<file path="src/rtl/fetch_pkg.sv">
// Shared types and constants for the instruction fetch sequencer and its buffer.
package fetch_pkg;

  localparam logic [31:0] RESET_PC_DEFAULT = 32'h0000_3000;

  typedef enum logic [1:0] {
    IDLE = 2'd0,
    REQ  = 2'd1,
    WAIT = 2'd2
  } fetch_state_e;

  typedef struct packed {
    logic [31:0] pc;
    logic [31:0] instr;
  } fetch_entry_t;

  localparam int ENTRY_W = $bits(fetch_entry_t);

endpackage

</file>
<file path="src/rtl/fetch_fifo.sv">
// Small instruction buffer between fetch and decode; head is visible combinationally.
module fetch_fifo
  import fetch_pkg::*;
#(
  parameter int DEPTH = 2
) (
  input  logic                      clk,
  input  logic                      reset,
  input  logic                      push,
  input  logic [ENTRY_W-1:0]        push_data,
  input  logic                      pop,
  input  logic                      flush,
  output logic [$clog2(DEPTH):0]    count,
  output logic [ENTRY_W-1:0]        head
);

  localparam int AW = $clog2(DEPTH);

  logic [ENTRY_W-1:0] mem_reg [DEPTH];
  logic [AW-1:0]      wr_ptr_reg;
  logic [AW-1:0]      rd_ptr_reg;
  logic [AW:0]        count_reg;

  always_ff @(posedge clk) begin
    if (push && !flush) begin
      mem_reg[wr_ptr_reg] <= push_data;
    end
  end

  // Push and pop together while full is legal: count is unchanged.
  always_ff @(posedge clk or negedge reset) begin
    if (!reset) begin
      wr_ptr_reg <= '0;
      rd_ptr_reg <= '0;
      count_reg  <= '0;
    end else if (flush) begin
      wr_ptr_reg <= '0;
      rd_ptr_reg <= '0;
      count_reg  <= '0;
    end else begin
      if (push) wr_ptr_reg <= wr_ptr_reg + AW'(1);
      if (pop)  rd_ptr_reg <= rd_ptr_reg + AW'(1);
      count_reg <= count_reg + (AW+1)'(push) - (AW+1)'(pop);
    end
  end

  assign count = count_reg;
  assign head  = mem_reg[rd_ptr_reg];

endmodule

</file>
<file path="src/rtl/fetch_sequencer.sv">
// Fetch sequencer: single-outstanding imem request FSM, redirect handling, decode FIFO.
// Optional performance counters are enabled by defining FETCH_PERF_EN.
module fetch_sequencer
  import fetch_pkg::*;
#(
  parameter logic [31:0] RESET_PC   = RESET_PC_DEFAULT,
  parameter int          FIFO_DEPTH = 2
) (
  input  logic        clk,
  input  logic        reset,
  output logic        imem_req,
  output logic [31:0] imem_addr,
  input  logic        imem_gnt,
  input  logic        imem_rvalid,
  input  logic [31:0] imem_rdata,
  input  logic        redirect,
  input  logic [31:0] redirect_pc,
  input  logic        id_ready,
  output logic        id_valid,
  output logic [31:0] id_instr,
  output logic [31:0] id_pc,
  output logic [31:0] id_pc4
`ifdef FETCH_PERF_EN
  ,
  output logic [31:0] perf_stall_cnt,
  output logic [31:0] perf_flush_cnt
`endif
);

  localparam int CW = $clog2(FIFO_DEPTH) + 1;
  localparam logic [CW:0] DEPTH_L = (CW+1)'(FIFO_DEPTH);

  fetch_state_e       state_reg, state_next;
  logic [31:0]        fetch_pc_reg, fetch_pc_next;
  logic [31:0]        req_pc_reg, req_pc_next;
  logic               discard_reg, discard_next;
  logic               push, pop;
  logic [CW-1:0]      count;
  logic [CW:0]        count_after;
  logic [ENTRY_W-1:0] head_bits;
  fetch_entry_t       head_entry;
  fetch_entry_t       push_entry;

  always_comb begin
    state_next    = state_reg;
    fetch_pc_next = fetch_pc_reg;
    req_pc_next   = req_pc_reg;
    discard_next  = discard_reg;
    push          = 1'b0;
    count_after   = {1'b0, count};
    case (state_reg)
      IDLE: if ({1'b0, count} < DEPTH_L) state_next = REQ;
      REQ: begin
        if (imem_gnt) begin
          state_next    = WAIT;
          req_pc_next   = fetch_pc_reg;
          fetch_pc_next = fetch_pc_reg + 32'd4;
        end
      end
      WAIT: begin
        if (imem_rvalid) begin
          push         = !discard_reg;
          discard_next = 1'b0;
          count_after  = {1'b0, count} + {{CW{1'b0}}, push};
          state_next   = (count_after < DEPTH_L) ? REQ : IDLE;
        end
      end
      default: state_next = IDLE;
    endcase

    // Redirect overrides everything above; an accepted-but-unreturned request is marked stale.
    if (redirect) begin
      push          = 1'b0;
      fetch_pc_next = {redirect_pc[31:2], 2'b00};
      case (state_reg)
        IDLE: state_next = REQ;
        REQ:  if (imem_gnt) discard_next = 1'b1;
        WAIT: begin
          if (imem_rvalid) state_next = REQ;
          else             discard_next = 1'b1;
        end
        default: state_next = IDLE;
      endcase
    end
  end

  always_ff @(posedge clk or negedge reset) begin
    if (!reset) begin
      state_reg    <= IDLE;
      fetch_pc_reg <= RESET_PC;
      req_pc_reg   <= RESET_PC;
      discard_reg  <= 1'b0;
    end else begin
      state_reg    <= state_next;
      fetch_pc_reg <= fetch_pc_next;
      req_pc_reg   <= req_pc_next;
      discard_reg  <= discard_next;
    end
  end

  assign push_entry.pc    = req_pc_reg;
  assign push_entry.instr = imem_rdata;
  assign pop              = id_valid && id_ready && !redirect;

  fetch_fifo #(
    .DEPTH(FIFO_DEPTH)
  ) u_fifo (
    .clk      (clk),
    .reset    (reset),
    .push     (push),
    .push_data(push_entry),
    .pop      (pop),
    .flush    (redirect),
    .count    (count),
    .head     (head_bits)
  );

  assign head_entry = head_bits;
  assign imem_req   = (state_reg == REQ);
  assign imem_addr  = fetch_pc_reg;
  assign id_valid   = (count != '0);
  assign id_instr   = id_valid ? head_entry.instr : 32'd0;
  assign id_pc      = id_valid ? head_entry.pc : 32'd0;
  assign id_pc4     = id_pc + 32'd4;

`ifdef FETCH_PERF_EN
  always_ff @(posedge clk or negedge reset) begin
    if (!reset) begin
      perf_stall_cnt <= '0;
      perf_flush_cnt <= '0;
    end else begin
      if (id_ready && !id_valid) perf_stall_cnt <= perf_stall_cnt + 32'd1;
      if (redirect)              perf_flush_cnt <= perf_flush_cnt + 32'd1;
    end
  end
`endif

endmodule

</file>
<file path="config.mk">
export PLATFORM = sky130hd
export DESIGN_NAME = fetch_sequencer
export DESIGN_NICKNAME = d
export VERILOG_FILES = /design/src/rtl/fetch_pkg.sv /design/src/rtl/fetch_fifo.sv /design/src/rtl/fetch_sequencer.sv
export SDC_FILE = /design/constraint.sdc
export NUM_CORES = 1
export LEC_CHECK = 0
export ABC_AREA = 1
export BUFFER_PORTS_ARGS = -buffer_cell sky130_fd_sc_hd__buf_4
export CAP_MARGIN = 20
export CORE_UTILIZATION = 55
export CTS_CLUSTER_SIZE = 10
export DETAILED_ROUTE_END_ITERATION = 10
export PLACE_DENSITY = 0.81
export RECOVER_POWER = 25
export REMOVE_ABC_BUFFERS = 1
export SYNTH_ARGS = -nofsm -noshare
export SYNTH_HDL_FRONTEND = slang
export SYNTH_HIERARCHICAL = 1
export SYNTH_SLANG_ARGS = --single-unit
</file>
<file path="constraint.sdc">
create_clock -name clk -period 5.1 [get_ports clk]
set_clock_uncertainty 0.1 [all_clocks]
set_input_delay 0.51 -clock clk [delete_from_list [all_inputs] [get_ports clk]]
set_output_delay 0.51 -clock clk [all_outputs]
set_load 0.01 [all_outputs]
</file>
After elaboration in Yosys (flattened, before gate mapping)
Memory sizes are Yosys's and may differ from the RTL's.
Cells that the tools add are included.
{"block": "word_totals", "inputBits": 70, "mem_bits_rw": 128, "word_cells": 61, "mem_count": 1, "register_bits": 71}
{"block": "classes", "addsub": 7, "order_cmp": 2, "n_eq_ne": 2, "reduce_logical": 13, "mux": 29}
{"memory": "u_fifo.mem_reg", "depth": 2, "width": 64, "rd": 1, "rd_ports_with_merged_regs": 0, "wr": 1, "line_no": "fetch_fifo.sv:19", "rtl": "logic [ENTRY_W-1:0] mem_reg [DEPTH];"}
{"op": "$mux W32", "n": 5}
{"op": "$add A32 B3 Y32 const B", "n": 2}
{"op": "$mux W1", "n": 15}
{"op": "$mux W2", "n": 6}
{"op": "$pmux W2 S3", "n": 2}
{"op": "$reduce_bool A2 Y1", "n": 5}
{"op": "$reduce_and A2 Y1", "n": 2}
{"op": "$add A2 B1 Y3", "n": 1}
{"op": "$logic_and A1 B1 Y1", "n": 3}
{"op": "$lt A3 B2 Y1 const B", "n": 1}
{"op": "$add A1 B1 Y1 const B", "n": 2}
{"op": "$add A2 B1 Y2", "n": 1}
{"op": "$eq A2 B1 Y1 const B", "n": 1}
{"op": "$eq A2 B2 Y1 const B", "n": 1}
{"op": "$logic_not A1 Y1", "n": 2}
{"op": "$logic_not A2 Y1", "n": 1}
{"op": "$lt A2 B2 Y1 const B", "n": 1}
{"op": "$pmux W1 S2", "n": 1}
{"op": "$sub A2 B1 Y2", "n": 1}

Longest topological paths before layout
{"block": "depth", "depth_word": 9, "mapped_depth": 13}

Cells and area by module
The synthesis kept the hierarchy.
{"mod": "fetch_fifo", "area_each_um2": 4986.0, "n_inst": 1, "seq_area_each_um2": 3943.8, "cells_each": 226}
{"mod": "fetch_sequencer", "area_each_um2": 4890.9, "n_inst": 1, "seq_area_each_um2": 1581.5, "cells_each": 825}

Worst setup path before layout
OpenSTA, ideal clock, no wires.
{"block": "synth_timing", "path_kind": "in2reg", "startpoint": "in redirect", "endpoint": "mem u_fifo/mem_reg[0][0] (netlist bit), enable pin", "path_slack_ns": 0.497, "setup_time_ns": 0.487, "path_stages": 5, "arrival_time_ns": 4.016, "path_cell_list": "clkbuf_1 clkbuf_1 nor3_1 nand2_1 nor2_1"}
{"block": "synth_between", "elab_chain_cells": 4, "elab_cells_between_ends": 5, "classes_between": "3 x mux; 2 x reduce/logical"}
{"item": "start: declaration", "line_no": "fetch_sequencer.sv:16", "rtl": "input logic redirect,"}
{"item": "$mux W1", "line_no": "fetch_sequencer.sv:72", "rtl": "if (redirect) begin"}
{"item": "net push", "line_no": "fetch_sequencer.sv:37", "rtl": "logic push, pop;"}
{"item": "$logic_and A1 B1 Y1", "line_no": "fetch_fifo.sv:25", "rtl": "if (push && !flush) begin"}
{"item": "$mux W1", "line_no": "fetch_fifo.sv:25"}
{"item": "$mux W1 (not written as such)", "line_no": "fetch_fifo.sv:26", "rtl": "mem_reg[wr_ptr_reg] <= push_data;"}
{"item": "end: declaration", "line_no": "fetch_fifo.sv:19"}
The timed path passes the listed nets, and every way through them passes these cells.

Worst setup path in the final report
{"block": "layout_timing", "startpoint": "reg u_fifo.rd_ptr_reg", "endpoint": "out id_pc4[16]"}
{"block": "layout_between", "elab_chain_cells": 3}
{"item": "start: declaration", "line_no": "fetch_fifo.sv:21", "rtl": "logic [AW-1:0] rd_ptr_reg;"}
{"item": "start signal: assignment", "line_no": "fetch_fifo.sv:42", "rtl": "if (pop) rd_ptr_reg <= rd_ptr_reg + AW'(1);"}
{"item": "$mem_v2 Z2 W64"}
{"item": "net head_bits[35]", "line_no": "fetch_sequencer.sv:40", "rtl": "logic [ENTRY_W-1:0] head_bits;"}
{"item": "$mux W32", "line_no": "fetch_sequencer.sv:123", "rtl": "assign id_pc = id_valid ? head_entry.pc : 32'd0;"}
{"item": "$add A32 B3 Y32", "line_no": "fetch_sequencer.sv:124", "rtl": "assign id_pc4 = id_pc + 32'd4;"}
{"item": "end: declaration", "line_no": "fetch_sequencer.sv:22", "rtl": "output logic [31:0] id_pc4"}
The timed path passes the listed nets, and every way through them passes these cells.

==> flow_summary_export.csv <==
group,metric,value,unit
outcome,status,"finished clean",
synth,avgSynthCellArea,9.398,um2
grt,use_met3,5.593,%
grt,grt_max_degree,68,
finish,areaGrowthSynthToFinish,22.24,%
place,dpl_cell_area,11530,um2
worst_setup_path,startpoint_type,"flip-flop",
grt,top_usage_layer,"met2",
routing,dr.first_iter.drc_count,663,
routing,routed_wl,22790,um
routing,firstDrtPassIters,5,
grt,gr-usage-met1,32.68,%
clocking,cts_buffers,17,
die,core,17420,um2
clocking,tritoncts,"done",
die,die_h,136.0,um
synth,synth_largest_area_cell,"edfxtp_1",
clocking,clock_path_buffers,2,
place,portBuffers,195,
die,die_area,18500,um2
worst_setup_path,r2r-end,"imem_addr[25]",
clocking,ctsHoldBuffers,0,
routing,vias,7666,
worst_setup_path,crit_path_end_kind,"output port",
grt,grt_overflow,0,
synth,yosysTopAreaCellShare,38.92,%
timing,max_slew_margin,43.33,%
worst_setup_path,rr_worst_depth,8,
finish,final_common_cell,"nand2_1",
synth,netlist_area,9877,um2
die,die_w,136.0,um
clocking,htree_levels,4,
timing,tns,0,ns
finish,mostFrequentLayoutCells,"269 x nand2_1, 171 x buf_4, 148 x inv_1",
timing,fmax,263.5,MHz
synth,seq_area_frac_synth,55.94,%
die,io_pins,200,
finish,drive_above_1_share,24.56,%
worst_hold_path,hold_path.class,"in -> async",
power,worst_ir_drop_vdd,0.3119,mV
grt,met2_usage,43.46,%
clocking,clkTransAtPathRegs,0.07,ns
power,p_per_area,351.2,nW/um2
place,dp_hpwl,16850,um
synth,synthCells,1051,
routing,wl_per_cell,15.37,um
run,cap_violations,0,
place,gp_congestion,0.9150,
worst_setup_path,cp_data_arrival_time,3.19,ns
worst_setup_path,required,4.49,ns
finish,largest_reg_flops,128,
worst_setup_path,timing.rr.start,"state_reg[1]",
worst_setup_path,critPathKind,"reg -> out",
clocking,cts_root_buf,"clkbuf_16",
finish,n_antenna_cell,0,
die,initial_core_util,56.71,%
timing,setup_viol,0,
routing,ant_nets,0,
clocking,clock-sinks,195,
synth,synth_cell_types,32,
timing,fin_ws,1.305,ns
finish,fin_area,12070,um2
synth,synth_warnings,6,
grt,grt_use_total,25.55,%
timing,timing.hold.ws,0.04246,ns
synth,synthTopCellsByArea,"edfxtp_1 39%, dfrtp_1 16%, nand2_1 10%",
finish,nets,1323,
timing,rsz0062_at_grt,"false",
synth,synth_seq_cells,195,
worst_setup_path,worstPathMaxFanout,38,
grt,grt_pass1_wl,35660,um
die,std_cell_rows,48,
worst_setup_path,reg2reg_setup_slack,2.60,ns
timing,period_minus_slack,3.795,ns
place,pre_cts_ws,1.758,ns
clocking,clk_latency,0.43,ns
clocking,post_cts_resize_count,0,
power,leakagePower,5.511,nW
timing,fin_crit_sh,74.41,%
clocking,post-cts-setup-buffers,0,
grt,grt_pass1_vias,7099,
routing,drcViolationCount,0,
timing,final-hold-violation-count,0,
grt,antenna_found_initial,0,
timing,drv_slew,0,
timing,worstMarginPinSlew,0.8501,ns
routing,viasPerCell,5.169,
==> per-stage QoR <==
step | std cells | power (mW) | utilization, %
floorplan | 1023 | 2.577 | -
global placement | 1451 | 2.948 | 66.18
detailed placement | 1451 | 2.995 | 66.18
CTS | 1483 | 4.269 | 69.45
global route | 1483 | 4.448 | 69.32
finish | 1483 | 4.241 | 69.32
==> synthesized netlist by cell type <==
cell and number:
xor2_1 16, o21ai_0 52, mux2_4 38, nand2_4 1
edfxtp_1 128, a21oi_1 8, xnor2_1 2, and2_1 1
conb_1 1, buf_2 9, o21bai_1 4, or2_2 1
nand2_1 269, dfrtp_1 63, o211ai_1 7, nand3_1 76
ha_1 8, nor2_1 144, dfstp_2 4, inv_1 148
mux2_2 26, o21ai_1 1, clkbuf_1 13, o221ai_1 1
nor3_2 1, nor3_1 3, a31oi_1 2, nand3b_1 2
buf_4 5, buf_6 6, nor2_2 8, nand4_1 3
==> where the power goes <==
part,leakage [nW],internal [mW],switching (mW)
logic,3.25,0.345,0.492
clock network,0.280,0.648,0.629
registers,1.98,1.93,0.191
total,5.51,2.93,1.31
==> cell families after synthesis <==
group                      count (synthesis)  share of synthesized area [%]
xor gates and xnor gates                  18                          1.596
DFF                                      195                          55.94
muxes                                     64                          8.741
adders and majority gates                  8                          1.013
buffers and inverters                    181                          7.639
and+or+nand+nor                          509                          20.89
AOI/OAI and AO/OA                         75                          4.142
other                                      1                        0.03797
==> layout make-up <==
class | count | area [um2]
timing repair buffer | 203 | 1501
clock inverter | 15 | 145.1
multi-input combinational | 680 | 3636
tap | 225 | 281.5
sequential | 195 | 5529
clock buffer | 17 | 425.4
inverter | 148 | 555.5
fill | 1370 | 5343
==> worst max-delay path, stage by stage (launching register included) <==
cell,delay [ns]
dfrtp_4,0.87
mux2_4,0.27
inv_1,0.07
nor2_1,0.16
ha_1,0.32
inv_1,0.10
nor2_1,0.27
nand2_1,0.20
nor2_1,0.18
xor2_1,0.17
buf_4,0.14
==> per-layer routing <==
metal | wire length (um) | part of all wire, %
met1 | 9479 | 42
met2 | 11040 | 48
met3 | 1904 | 8.4
met4 | 369 | 1.6
met5 | 0 | 0
==> worst max-delay path by stage <==
stage / start / endpoint / slack [ns] / cells past startpoint
6_report: u_fifo/rd_ptr_reg / id_pc4[16] / 1.30 / 10
4_1_cts: u_fifo/rd_ptr_reg / id_pc4[16] / 1.26 / 10
2_1_floorplan: u_fifo/rd_ptr_reg / id_pc4[16] / 0.69 / 9
5_1_grt: u_fifo/rd_ptr_reg / id_pc4[16] / 1.13 / 10
3_3_place_gp: u_fifo/rd_ptr_reg / id_pc4[30] / 1.88 / 12
3_5_place_dp: u_fifo/rd_ptr_reg / id_pc4[16] / 1.76 / 10
Power figures use the tool's default switching activity.
